==> src/rtl/dff_bank_arbiter_pkg.sv <==
// Shared definitions for the two-requester DFF bank arbiter:
// state encodings and hold-counter width.
package dff_bank_arbiter_pkg;

  localparam int CNT_W = 4;

  typedef enum logic [2:0] {
    IDLE   = 3'd0,
    GRANT0 = 3'd1,
    GRANT1 = 3'd2,
    ACK0S  = 3'd3,
    ACK1S  = 3'd4
  } state_e;

endpackage

==> src/rtl/dff_reg.sv <==
// WIDTH-bit register bank with load enable; reset wins over load.
module dff_reg #(
  parameter int WIDTH = 4
) (
  input  logic             CLK,
  input  logic             RST,
  input  logic             EN,
  input  logic [WIDTH-1:0] D,
  output logic [WIDTH-1:0] Q
);

  logic [WIDTH-1:0] q_d, q_q;

  always_comb begin
    q_d = q_q;
    if (EN) q_d = D;
  end

  always_ff @(posedge CLK) begin
    if (RST) q_q <= '0;
    else     q_q <= q_d;
  end

  assign Q = q_q;

endmodule

==> src/rtl/dff_bank_arbiter.sv <==
// Round-robin arbiter that grants a shared register bank for HOLD cycles,
// captures the winner's data at the end of the grant and pulses an ack.
module dff_bank_arbiter
  import dff_bank_arbiter_pkg::*;
#(
  parameter int WIDTH = 4,
  parameter int HOLD  = 2
) (
  input  logic             CLK,
  input  logic             RST,
  input  logic             REQ0,
  input  logic [WIDTH-1:0] D0,
  input  logic             REQ1,
  input  logic [WIDTH-1:0] D1,
  output logic             GNT0,
  output logic             GNT1,
  output logic             ACK0,
  output logic             ACK1,
  output logic [WIDTH-1:0] Q,
  output logic             OWNER,
  output logic             BUSY
);

  localparam logic [CNT_W-1:0] HOLD_M1 = CNT_W'(HOLD - 1);

  state_e           state_d, state_q;
  logic [CNT_W-1:0] cnt_d, cnt_q;
  logic             pri_d, pri_q;
  logic             owner_d, owner_q;
  logic             cap_en;
  logic [WIDTH-1:0] cap_data;

  always_comb begin
    state_d = state_q;
    cnt_d   = cnt_q;
    pri_d   = pri_q;
    owner_d = owner_q;
    cap_en  = 1'b0;
    case (state_q)
      IDLE: begin
        // Requester 0 wins when alone or when it holds priority.
        if (REQ0 && (!REQ1 || !pri_q)) begin
          state_d = GRANT0;
          cnt_d   = HOLD_M1;
        end else if (REQ1) begin
          state_d = GRANT1;
          cnt_d   = HOLD_M1;
        end
      end
      GRANT0: begin
        if (!REQ0) begin
          state_d = IDLE;
        end else if (cnt_q == '0) begin
          cap_en  = 1'b1;
          owner_d = 1'b0;
          pri_d   = 1'b1;
          state_d = ACK0S;
        end else begin
          cnt_d = cnt_q - CNT_W'(1);
        end
      end
      GRANT1: begin
        if (!REQ1) begin
          state_d = IDLE;
        end else if (cnt_q == '0) begin
          cap_en  = 1'b1;
          owner_d = 1'b1;
          pri_d   = 1'b0;
          state_d = ACK1S;
        end else begin
          cnt_d = cnt_q - CNT_W'(1);
        end
      end
      ACK0S, ACK1S: state_d = IDLE;
      default:      state_d = IDLE;
    endcase
  end

  always_ff @(posedge CLK) begin
    if (RST) begin
      state_q <= IDLE;
      cnt_q   <= '0;
      pri_q   <= 1'b0;
      owner_q <= 1'b0;
    end else begin
      state_q <= state_d;
      cnt_q   <= cnt_d;
      pri_q   <= pri_d;
      owner_q <= owner_d;
    end
  end

  assign cap_data = (state_q == GRANT1) ? D1 : D0;

  dff_reg #(.WIDTH(WIDTH)) u_bank (
    .CLK (CLK),
    .RST (RST),
    .EN  (cap_en),
    .D   (cap_data),
    .Q   (Q)
  );

  // Outputs decode the registered state only, so REQ never reaches GNT combinationally.
  assign GNT0  = (state_q == GRANT0);
  assign GNT1  = (state_q == GRANT1);
  assign ACK0  = (state_q == ACK0S);
  assign ACK1  = (state_q == ACK1S);
  assign BUSY  = (state_q != IDLE);
  assign OWNER = owner_q;

endmodule

==> config.mk <==
export PLATFORM = sky130hd
export DESIGN_NAME = dff_bank_arbiter
export DESIGN_NICKNAME = d
export VERILOG_FILES = /design/src/rtl/dff_bank_arbiter_pkg.sv /design/src/rtl/dff_reg.sv /design/src/rtl/dff_bank_arbiter.sv
export SDC_FILE = /design/constraint.sdc
export NUM_CORES = 1
export LEC_CHECK = 0
export BUFFER_PORTS_ARGS = -buffer_cell sky130_fd_sc_hd__buf_2
export CORE_AREA = 8 8 50 52
export DETAILED_ROUTE_END_ITERATION = 12
export DIE_AREA = 0 0 58 60
export PLACE_DENSITY_LB_ADDON = 0.25
export SYNTH_ARGS = -nofsm -noshare
export SYNTH_HDL_FRONTEND = slang
export SYNTH_HIERARCHICAL = 1
export SYNTH_SLANG_ARGS = --single-unit
==> constraint.sdc <==
create_clock -name CLK -period 2.3 [get_ports CLK]
set_input_delay 0.115 -clock CLK [delete_from_list [all_inputs] [get_ports CLK]]
set_output_delay 0.115 -clock CLK [all_outputs]
set_load 0.01 [all_outputs]
==> results.toml <==
[outcome]
status = "finished, final reports clean"

[critical_path]
path_class = "reg2reg"
crit_path_max_fanout = 4
slowest_stage = "or3b_4"
arrival_ns = 2.19
rrSetupSlack_ns = 0.27
worstReg2RegStart = "cnt_q[0]"
cp_cell_sequence = "inv_1 > ha_1 > or3b_4 > or3_4 > a21oi_1 > buf_4 > mux2i_1 > nor2_1"
r2r-end = "u_bank/Q[3]"
path_buf_inv = 2
cp.required_ns = 2.46
worst_setup_path_end_kind = "flip-flop"
max_stage_delay_ns = 0.39
cpLargestDelayFamily = "simple AND/OR/NAND/NOR gates"
reg2reg_depth = 8
start_kind = "flip-flop"

[logic_synthesis]
synth_area_um2 = 785
synth_top_area_cell = "dfxtp_1"
syn_inst = 88
synth_area_leaders = "dfxtp_1 (33%), mux2_2 (5.7%), clkbuf_8 (5.3%), mux2i_1 (5.1%), a21oi_1 (4.5%)"
yosys_warnings = 6
ys_seq_area_frac = 0.332
ys.flop_type = "dfxtp_1"
synth_edf_count = 0
postSynth.asyncResetShare = 0
synth_top_area_share = 0.332
synth_seq_cells = 13
syn-num-nets = 102
syn_area_per_cell_um2 = 8.91
synth_cell_types = 30

[final_layout]
fin_util = 0.501
fin_area_um2 = 903
mostFrequentLayoutCells = "buf_2 (21), dfxtp_1 (13), nor2_1 (8)"
final_common_cell = "buf_2"
diodes = 0
nets = 125
area_growth_pct = 15.2
drive_gt1_frac = 0.318

[drt]
routedWlPerCell_um = 14.1
drc = 0
ant_nets = 0
wl_um = 1810
routed_via_density = 5.59
vias = 716
drtPass1Iterations = 4
drt-initial-drc-count = 16

[global_route]
antenna_found_initial = 0
grt_pass1_vias = 744
grtUsageTotal = 0.115
grt_pass1_wl_um = 3110
grt_overflow = 0
grt_max_degree = 15

[die]
die_y_um = 60
coreArea_mm2 = 0.00180
die_x_um = 58
rows = 16
io_pins = 22
initial_core_util = 0.435
dieArea_mm2 = 0.00348

[clock_network]
clockRootBuffer = "clkbuf_4"
cts_resized = 0
numCtsBuffers = 3
cts_tree = "yes"
h-tree-depth = 1
clock-sinks = 13
cts_setup_buffers = 0
clkTransAtPathRegs_ns = 0.08
insertion_delay_ns = 0.27
ctsHoldBuffers = 0
clockBufferDepth = 2

[placed_design]
dp_hpwl_um = 1360
gp_congestion = 0.833
port_buffers = 21
placed_area_um2 = 877

[power_and_ir_drop]
ir_worst_vdd_mv = 0.331
power.total_uw = 567
p_leak_uw = 0.000390
p_per_area_mw_per_mm2 = 628

[timing]
skew_ns = 0.00104
worst_pin_slew_ns = 0.418
finalSetupViolations = 0
hold_violations = 0
min_period_over_period = 0.884
maxSlewViolCount = 0
relSlewSlack = 0.721
setup_tns_ns = 0
fmax_ghz = 0.492
timing.final.crit_period_ns = 2.03
whs_ns = 0.123
rsz0062_at_grt = "no"

[worst_hold_path]
hold_path_depth = 3
whs_endpoint = "state_q[0]"
hold_start = "REQ0"
hold_class = "in2reg"

[run]
drv_cap = 0
## metrics by stage
| stage | worst slack, ns | cells |
|---|---|---|
| 6_report | 0.266 | 128 |
| 5_1_grt | 0.105 | 128 |
| 4_1_cts | 0.260 | 128 |
| 3_5_place_dp | 0.297 | 124 |
| 3_3_place_gp | 0.334 | 124 |
| 2_1_floorplan | 0.408 | 88 |
## per-layer routing
metal / vias to the layer above / GRT usage / wire length (um) / part of all wire
met2: 35 / 0.193 / 814 / 0.45
met1: 321 / 0.124 / 845 / 0.47
li1: 358 / - / - / -
met4: 0 / 0.0559 / 12 / 0.0066
met5: - / 0 / 0 / 0
met3: 2 / 0.0473 / 132 / 0.073
## flip-flops by register name, summed over array words and instances, names as in the netlist
register,count
u_bank/Q,4
pri_q,1
OWNER,1
cnt_q,4
state_q,3
## cell usage after synthesis, types with 2 or more instances
master / n
a211o_1: 2
a211oi_1: 2
a21oi_1: 7
clkbuf_8: 3
dfxtp_1: 13
ha_1: 2
inv_1: 4
mux2_2: 4
mux2i_1: 4
nand2_1: 4
nand2b_1: 2
nand3b_1: 3
nor2_1: 8
nor2b_1: 3
nor3_1: 4
nor3b_1: 2
o21ai_0: 6
o31ai_1: 2
or3_1: 2
## worst max-delay path by stage
| stage | from | endpoint | cells after the start |
|---|---|---|---|
| after detailed placement | cnt_q[0] | u_bank/Q[3] | 8 |
| after CTS | cnt_q[0] | u_bank/Q[1] | 8 |
| after global routing | cnt_q[0] | u_bank/Q[3] | 8 |
| final | cnt_q[0] | u_bank/Q[3] | 8 |
| after floorplan | cnt_q[0] | u_bank/Q[0] | 8 |
| after global placement | cnt_q[0] | u_bank/Q[1] | 8 |
## where the power goes
part           internal [uW]  leakage [uW]  switching [uW]
Sequential               241      0.000106            18.1
Clock                   67.1     0.0000150            76.5
Combinational           81.6      0.000269            82.1
Total                    390      0.000390             177
## area by class of cell
class                      instances  area [um2]
fill                             177         898
multi-input combinational         66         459
sequential                        13         260
timing repair buffer              23         120
clock buffer                       4        26.3
tap                               18        22.5
inverter                           4        15.0
## cells by family (layout without fill, tap and decap cells)
group                    after synthesis  in the layout  share of synthesized area
AO/OA/AOI/OAI                         22             22                      0.183
XOR/XNOR                               1              1                     0.0112
adder cells (fa/ha/maj)                2              2                     0.0319
buffers and inverters                  9             31                     0.0829
flip-flops                            13             13                      0.332
multiplexers                           8              8                      0.108
AND/OR/NAND/NOR                       33             33                      0.250
## tightest hold or removal path, stage by stage
cell and delay [ns]:
buf_2 0.14, nand2_1 0.07, a21oi_1 0.04
Power figures use the tool's default switching activity.
